File: config.mk
export PLATFORM = sky130hd
export DESIGN_NAME = iob_nco_mc
export DESIGN_NICKNAME = d
export VERILOG_FILES = /design/src/rtl/iob_nco_mc.sv
export SDC_FILE = /design/constraint.sdc
export NUM_CORES = 1
export LEC_CHECK = 0
export CORE_MARGIN = 2
export CORE_UTILIZATION = 55
export DETAILED_ROUTE_END_ITERATION = 10
export PLACE_DENSITY_LB_ADDON = 0.05
export SYNTH_ARGS = -nofsm -noshare
export SYNTH_HDL_FRONTEND = slang
export SYNTH_SLANG_ARGS = --single-unit
File: constraint.sdc
create_clock -name clk_i -period 11 [get_ports clk_i]
set_input_delay 2.2 -clock clk_i [delete_from_list [all_inputs] [get_ports clk_i]]
set_output_delay 2.2 -clock clk_i [all_outputs]
set_load 0.03 [all_outputs]
File: src/rtl/iob_nco_mc.sv
// rtl/iob_nco_mc.sv - multi-channel fractional-period NCO with shadowed period updates
module iob_nco_mc #(
    parameter int N_CH   = 4,
    parameter int INT_W  = 16,
    parameter int FRAC_W = 16,
    parameter int CH_W   = (N_CH > 1) ? $clog2(N_CH) : 1
) (
    input  logic                    clk_i,
    input  logic                    rst_i,
    input  logic                    cke_i,
    input  logic                    cfg_wen_i,
    input  logic [CH_W-1:0]         cfg_ch_i,
    input  logic [INT_W+FRAC_W-1:0] cfg_period_i,
    input  logic                    cfg_mode_i,
    input  logic [N_CH-1:0]         en_i,
    input  logic                    sync_i,
    output logic [N_CH-1:0]         clk_o,
    output logic [N_CH-1:0]         tick_o,
    output logic [N_CH-1:0]         cfg_pend_o
);
    localparam int PW = INT_W + FRAC_W;

    typedef enum logic {IDLE, RUN} state_t;

    state_t            state_q  [N_CH];
    state_t            state_d  [N_CH];
    logic [PW-1:0]     period_q [N_CH];
    logic [PW-1:0]     period_d [N_CH];
    logic [PW-1:0]     shadow_q [N_CH];
    logic [PW-1:0]     shadow_d [N_CH];
    logic              mode_q   [N_CH];
    logic              mode_d   [N_CH];
    logic              smode_q  [N_CH];
    logic              smode_d  [N_CH];
    logic              pend_q   [N_CH];
    logic              pend_d   [N_CH];
    logic [FRAC_W-1:0] err_q    [N_CH];
    logic [FRAC_W-1:0] err_d    [N_CH];
    logic [INT_W:0]    len_q    [N_CH];
    logic [INT_W:0]    len_d    [N_CH];
    logic [INT_W:0]    cnt_q    [N_CH];
    logic [INT_W:0]    cnt_d    [N_CH];
    logic [N_CH-1:0]   clk_q, clk_d, tick_q, tick_d;

    logic              reload, keep_err, wr;
    logic [PW-1:0]     p_eff;
    logic [FRAC_W:0]   sum;

    always_comb begin
        clk_d    = '0;
        tick_d   = '0;
        reload   = 1'b0;
        keep_err = 1'b0;
        wr       = 1'b0;
        p_eff    = '0;
        sum      = '0;
        for (int i = 0; i < N_CH; i++) begin
            state_d[i]  = state_q[i];
            period_d[i] = period_q[i];
            shadow_d[i] = shadow_q[i];
            mode_d[i]   = mode_q[i];
            smode_d[i]  = smode_q[i];
            pend_d[i]   = pend_q[i];
            err_d[i]    = err_q[i];
            len_d[i]    = len_q[i];
            cnt_d[i]    = cnt_q[i];
            reload      = 1'b0;
            keep_err    = 1'b0;
            p_eff       = '0;
            sum         = '0;
            wr          = cfg_wen_i && (cfg_ch_i == CH_W'(i));

            if (!en_i[i]) begin
                state_d[i] = IDLE;
                cnt_d[i]   = '0;
                err_d[i]   = '0;
            end else if (sync_i || state_q[i] == IDLE) begin
                reload = 1'b1;
            end else if (cnt_q[i] == len_q[i] - 1'b1) begin
                reload   = 1'b1;
                keep_err = !pend_q[i];
            end else begin
                cnt_d[i] = cnt_q[i] + 1'b1;
            end

            // Period start: apply any pending shadow, then derive this period's length
            if (reload) begin
                p_eff       = pend_q[i] ? shadow_q[i] : period_q[i];
                period_d[i] = p_eff;
                mode_d[i]   = pend_q[i] ? smode_q[i] : mode_q[i];
                pend_d[i]   = 1'b0;
                cnt_d[i]    = '0;
                sum = {1'b0, (keep_err ? err_q[i] : {FRAC_W{1'b0}})} + {1'b0, p_eff[FRAC_W-1:0]};
                if (p_eff[PW-1:FRAC_W] >= INT_W'(2)) begin
                    state_d[i] = RUN;
                    len_d[i]   = {1'b0, p_eff[PW-1:FRAC_W]} + {{INT_W{1'b0}}, sum[FRAC_W]};
                    err_d[i]   = sum[FRAC_W-1:0];
                end else begin
                    state_d[i] = IDLE;
                    err_d[i]   = '0;
                end
            end

            clk_d[i]  = (state_d[i] == RUN) &&
                        (mode_d[i] ? (cnt_d[i] == '0) : (cnt_d[i] < (len_d[i] >> 1)));
            tick_d[i] = (state_d[i] == RUN) && (cnt_d[i] == '0);

            // A channel that will be running next cycle only ever takes new periods via the shadow
            if (wr) begin
                if (state_d[i] == IDLE) begin
                    period_d[i] = cfg_period_i;
                    mode_d[i]   = cfg_mode_i;
                end else begin
                    shadow_d[i] = cfg_period_i;
                    smode_d[i]  = cfg_mode_i;
                    pend_d[i]   = 1'b1;
                end
            end
        end
    end

    always_ff @(posedge clk_i) begin
        if (rst_i) begin
            for (int i = 0; i < N_CH; i++) begin
                state_q[i]  <= IDLE;
                period_q[i] <= '0;
                shadow_q[i] <= '0;
                mode_q[i]   <= 1'b0;
                smode_q[i]  <= 1'b0;
                pend_q[i]   <= 1'b0;
                err_q[i]    <= '0;
                len_q[i]    <= '0;
                cnt_q[i]    <= '0;
            end
            clk_q  <= '0;
            tick_q <= '0;
        end else if (cke_i) begin
            for (int i = 0; i < N_CH; i++) begin
                state_q[i]  <= state_d[i];
                period_q[i] <= period_d[i];
                shadow_q[i] <= shadow_d[i];
                mode_q[i]   <= mode_d[i];
                smode_q[i]  <= smode_d[i];
                pend_q[i]   <= pend_d[i];
                err_q[i]    <= err_d[i];
                len_q[i]    <= len_d[i];
                cnt_q[i]    <= cnt_d[i];
            end
            clk_q  <= clk_d;
            tick_q <= tick_d;
        end
    end

    assign clk_o  = clk_q;
    assign tick_o = tick_q;

    always_comb begin
        cfg_pend_o = '0;
        for (int i = 0; i < N_CH; i++) begin
            cfg_pend_o[i] = pend_q[i];
        end
    end
endmodule

* Word-level counts from Yosys, hierarchy flattened
Memory sizes are Yosys's and may differ from the RTL's.
Index checks and enable logic that the tools add are counted.
** Storage, ports and cells
- Bits in writable memories :: 472
- Memories :: 9
- Logic and storage cells :: 288
- Output and inout bits :: 12
- Input bits :: 44
- Bits in registers :: 8
** Memory list
- period_q :: depth 4, bits a word 32, rd ports 4, clocked after Yosys merged registers in 0, wr ports 4, RTL line 27 : logic [PW-1:0] period_q [N_CH];
- shadow_q :: depth 4, bits a word 32, rd ports 4, clocked after Yosys merged registers in 0, wr ports 4, RTL line 29 : logic [PW-1:0] shadow_q [N_CH];
- cnt_q :: depth 4, bits a word 17, rd ports 4, clocked after Yosys merged registers in 0, wr ports 4, RTL line 41 : logic [INT_W:0] cnt_q [N_CH];
- len_q :: depth 4, bits a word 17, rd ports 4, clocked after Yosys merged registers in 0, wr ports 4, RTL line 39 : logic [INT_W:0] len_q [N_CH];
- err_q :: depth 4, bits a word 16, rd ports 4, clocked after Yosys merged registers in 0, wr ports 4, RTL line 37 : logic [FRAC_W-1:0] err_q [N_CH];
- mode_q :: depth 4, bits a word 1, rd ports 4, clocked after Yosys merged registers in 0, wr ports 4, RTL line 31 : logic mode_q [N_CH];
- +3 memories
** Cells by class
- Bitwise gates (word level) :: 40
- Mux-type cells :: 181
- Magnitude comparators :: 8
- Equality and inequality tests :: 7
- Reduce and logical (&&, ||, !) cells :: 25
- $add $sub $neg :: 16
** Operators by type and width (number)
- $mux W32 :: 32
- $mux W17 :: 32
- $mux W16 :: 20
- $mux W1 :: 97
- $add A16 B1 Y17 :: 4
- $add A16 B16 Y17 :: 4
- $add A17 B1 Y17 const B :: 4
- $eq A17 B17 Y1 :: 4
- $logic_not A17 Y1 :: 4
- $lt A17 B16 Y1 :: 4
- $sub A17 B1 Y17 const B :: 4
- $ge A16 B2 Y1 const B :: 4
- $or A1 B1 Y1 :: 36
- $logic_and A1 B1 Y1 :: 12
- $eq A2 B2 Y1 const B :: 2
- $logic_not A1 Y1 :: 4
- $logic_or A1 B1 Y1 :: 4
- $not A1 Y1 :: 4
- $eq A2 B1 Y1 const B :: 1
- $logic_not A2 Y1 :: 1

* Depth between registers and ports, before layout
- Word-level depth :: 13
- Mapped depth :: 40
- Gate-level depth less buffers :: 39

* Least setup slack after synthesis
Ideal clock, no wire load.
- Kind :: input to register
- From :: input rst_i
- To :: memory cnt_q[0][0] in the netlist's numbering, enable pin
- Data arrival time :: 7776 ps
- Path buffers :: 1
- Library setup time :: 623 ps
- Slack :: 2602 ps
- Cell stages on the path :: 3
- Data required time :: 10377 ps
- Cell sequence :: clkbuf_1 nor2_1 inv_1
** RTL lines
- start, declared :: RTL line 9 : input logic rst_i,
- end, declared :: RTL line 41

* Worst setup path after layout
- From :: input sync_i
- To :: register clk_q[2], in the netlist clk_o[2]
** On the way
- Longest elaborated chain between the ends :: 11
- Elaborated cells on any way between the ends :: 19
- Those cells by class :: 2 x add/sub; 1 x order compare; 13 x mux; 3 x reduce/logical
** Ends and longest elaborated chain
- start, declared :: RTL line 16 : input logic sync_i,
- $logic_or A1 B1 Y1 (*) :: RTL line 77 : end else if (sync_i || state_q[i] == IDLE) begin
- $mux W1 :: RTL line 77
- $mux W1 :: RTL line 73 : if (!en_i[i]) begin
- $mux W16 :: RTL line 93 : sum = {1'b0, (keep_err ? err_q[i] : {FRAC_W{1'b0}})} + {1'b0, p_eff[FRAC_W-1:0]};
- $add A16 B16 Y17 :: RTL line 93
- $add A16 B1 Y17 :: RTL line 96 : len_d[i] = {1'b0, p_eff[PW-1:FRAC_W]} + {{INT_W{1'b0}}, sum[FRAC_W]};
- $mux W17 :: RTL line 94 : if (p_eff[PW-1:FRAC_W] >= INT_W'(2)) begin
- $mux W17 :: RTL line 87 : if (reload) begin
- $lt A17 B16 Y1 :: RTL line 105 : (mode_d[i] ? (cnt_d[i] == '0) : (cnt_d[i] < (len_d[i] >> 1)));
- $mux W1 :: RTL line 105
- $logic_and A1 B1 Y1 (*) :: RTL line 104 : clk_d[i] = (state_d[i] == RUN) &&
- end signal, assigned :: RTL line 149 : clk_q <= clk_d;
- end, declared :: RTL line 43 : logic [N_CH-1:0] clk_q, clk_d, tick_q, tick_d;
Mark *: on every way between the ends. The rest lies on a longest branch, timed or not.
A chain may end at the register's enable or synchronous reset.

==> results.cfg <==
[worst_hold_path]
min_to = tick_o[2]$_SDFFE_PP0P_
hold_path_class = reg -> reg
hp-start = tick_o[2]$_SDFFE_PP0P_
hold_depth = 2

[clock_network]
cts_buffers = 55
clock-root-buffer = clkbuf_16
numClockSinks = 480
htreeDepth = 2
clockBufferDepth = 3
cts_tree = built
path_clk_slew_ns = 0.06
post_cts_buffers = 0
cts_resized = 0
cts_hold_buf = 0
clk_latency_ns = 0.62

[yosys]
synthDistinctLibCells = 89
synthesis.nets = 3244
synth_edf_count = 472
synth_top_area_cell = edfxtp_1
synth_area_per_cell_um2 = 10.3
syn_inst = 3056
synth_area_um2 = 31500
synth_top_area_share = 0.450
synth_top_cells_by_area = edfxtp_1, mux2i_1, ha_1
ys_warn_count = 0
synthArstFlopShare = 0
synthFlopType = edfxtp_1
ys_ff_latch = 480
synth-seq-area-share = 0.455

[setup_path]
setup.worst_path.start_class = input port
r2r_end = clk_o[1]$_SDFFE_PP0P_
path_class = in -> reg
cpPeakStageDelay_ns = 0.71
path_max_fanout = 16
required_ns = 11.57
cp-end-kind = flop
crit_family = simple AND/OR/NAND/NOR gates
worst-path-buf-inv = 2
slowest_stage = clkdlybuf4s50_1
ff2ff_setup_slack_ns = 2.70
crit_top_cell = a21oi_1
worstPathArrival_ns = 9.18
reg2regPathDepth = 32
rr_startpoint = len_q[1][2]$_SDFFCE_PN0P_

[floorplan]
io_pins = 56
start_util = 0.557
dieHeight_um = 243
die_x_um = 243
core_um2 = 56500
rows = 87
dieArea_um2 = 59200

[place]
placed_cell_area_um2 = 32600
place_hpwl_um = 59200
port_buffers = 55
place_congestion = 0.930

[timing]
slew_headroom = 0.180
slew_violations = 0
hold_viol = 0
fmax_mhz = 116
finalSetupViolCount = 0
worst_slew_pin_slew_ns = 1.23
rsz0062_at_grt = false
fin_worst_skew_ns = 0.0183
setup_tns_ns = 0
period_needed_ns = 8.61
period_share = 0.783

[finish]
fin_area_um2 = 34500
area_growth_pct = 9.64
seqCellArea_um2 = 14300
multi_input_area_um2 = 16100
drive_gt1_frac = 0.101
fin_nets = 3223
layout_common_cells = edfxtp_1, nor2_1, mux2i_1, nand2_1, ha_1
n_fill_cell = 4711
final_common_cell = edfxtp_1
diodes = 0

[grt]
grt_util_all_layers = 0.282
grt_pass1_vias = 23092
grt_max_degree = 164
antenna_found_initial = 0
overflow = 0
grt_pass1_wl_um = 132000

[detailed_routing]
drtAntennaViolNets = 0
wl_um = 83800
wl_per_cell_um = 21.8
routed_via_density = 6.12
first_pass_iters = 6
drt-initial-drc-count = 2160
detailroute.via_count = 23467
drc_errors = 0

[power]
power_mw = 4.94
leakagePower_nw = 13.8
ir_drop_mv = 0.157
power_density_nw_per_um2 = 143

[flow_run]
drv_cap = 0

[outcome]
run_status = finished clean
layer usage:
| metal | track usage | vias to the layer above | part of all wire |
|---|---|---|---|
| li1 | - | 11167 | - |
| met1 | 0.390 | 11396 | 0.44 |
| met2 | 0.453 | 767 | 0.47 |
| met3 | 0.0484 | 137 | 0.069 |
| met4 | 0.0904 | 0 | 0.029 |
| met5 | 0 | - | 0 |
cells by family (layout without fill, tap and decap cells):
group,Yosys count,in the layout,synth area share
AOI/OAI and AO/OA,451,451,0.0967
xor gates and xnor gates,254,254,0.0707
adders and majority gates,144,144,0.0582
buffers and inverters,273,298,0.0366
DFF,480,480,0.455
muxes,303,303,0.101
and+or+nand+nor,1151,1151,0.182
state kept, by name (all words and copies together) (netlist names), 64 cells and up:
register and flops:
shadow_q 128, period_q 128, len_q 68, err_q 64, cnt_q 68
through the flow:
step	instances	hold WS (ns)	worst slack, ns	util
2_1_floorplan	3056	0.563	2.60	-
3_3_place_gp	3734	0.432	2.01	0.577
3_5_place_dp	3734	0.436	1.81	0.577
4_1_cts	3837	0.447	2.45	0.611
5_1_grt	3837	0.469	1.84	0.611
6_report	3837	0.444	2.39	0.611
worst max-delay path by stage:
stage                     startpoint                         to  slack [ns]  depth (start not counted)
after floorplan                rst_i  cnt_q[0][0]$_SDFFCE_PN0P_        2.60                          3
after global placement        sync_i      clk_o[3]$_SDFFE_PP0P_        2.01                         33
after detailed placement      sync_i      clk_o[2]$_SDFFE_PP0P_        1.81                         34
after CTS                     sync_i      clk_o[2]$_SDFFE_PP0P_        2.45                         34
after global routing          sync_i      clk_o[2]$_SDFFE_PP0P_        1.84                         34
final                         sync_i      clk_o[2]$_SDFFE_PP0P_        2.39                         34
worst reg2reg max path, delay by kind of cell (launching register included):
family	cells	cell delay [ns]
AO/OA/AOI/OAI	9	1.43
XOR/XNOR	1	0.16
adder cells (fa/ha/maj)	4	0.93
buffers and inverters	1	0.29
flip-flops	1	0.52
multiplexers	1	0.12
AND/OR/NAND/NOR	16	4.74
power by group:
part / total [mW] / internal (mW) / switching [mW]
clock network: 2.00 / 1.19 / 0.805
logic: 0.718 / 0.278 / 0.440
registers: 2.23 / 2.13 / 0.0923
total: 4.94 / 3.60 / 1.34
synthesized netlist by cell type, drive strengths merged (12+ instances only):
| master | n |
|---|---|
| nand2 | 194 |
| xor2 | 119 |
| o21ai | 46 |
| xnor2 | 135 |
| a21o | 37 |
| o22ai | 67 |
| nor2b | 42 |
| edfxtp | 472 |
| o21bai | 16 |
| clkbuf | 108 |
| mux2 | 113 |
| o211ai | 42 |
| a211oi | 15 |
| and4 | 14 |
| or2 | 12 |
| nand3 | 82 |
| nand2b | 35 |
| inv | 106 |
| or4 | 17 |
| buf | 58 |
| a31oi | 24 |
| nand4 | 47 |
| nor3 | 73 |
| and3 | 34 |
| nor2 | 416 |
| ha | 140 |
| mux2i | 190 |
| and2 | 79 |
| nor4 | 47 |
| a21oi | 125 |
| or3 | 25 |
cell type report:
class                      instances  area share
sequential                       480       0.415
multi-input combinational       2303       0.466
tap                              756      0.0274
timing repair buffer              88      0.0235
clock inverter                    42      0.0151
clock buffer                      61      0.0411
inverter                         107      0.0119
(Power assumes the default switching activity.)
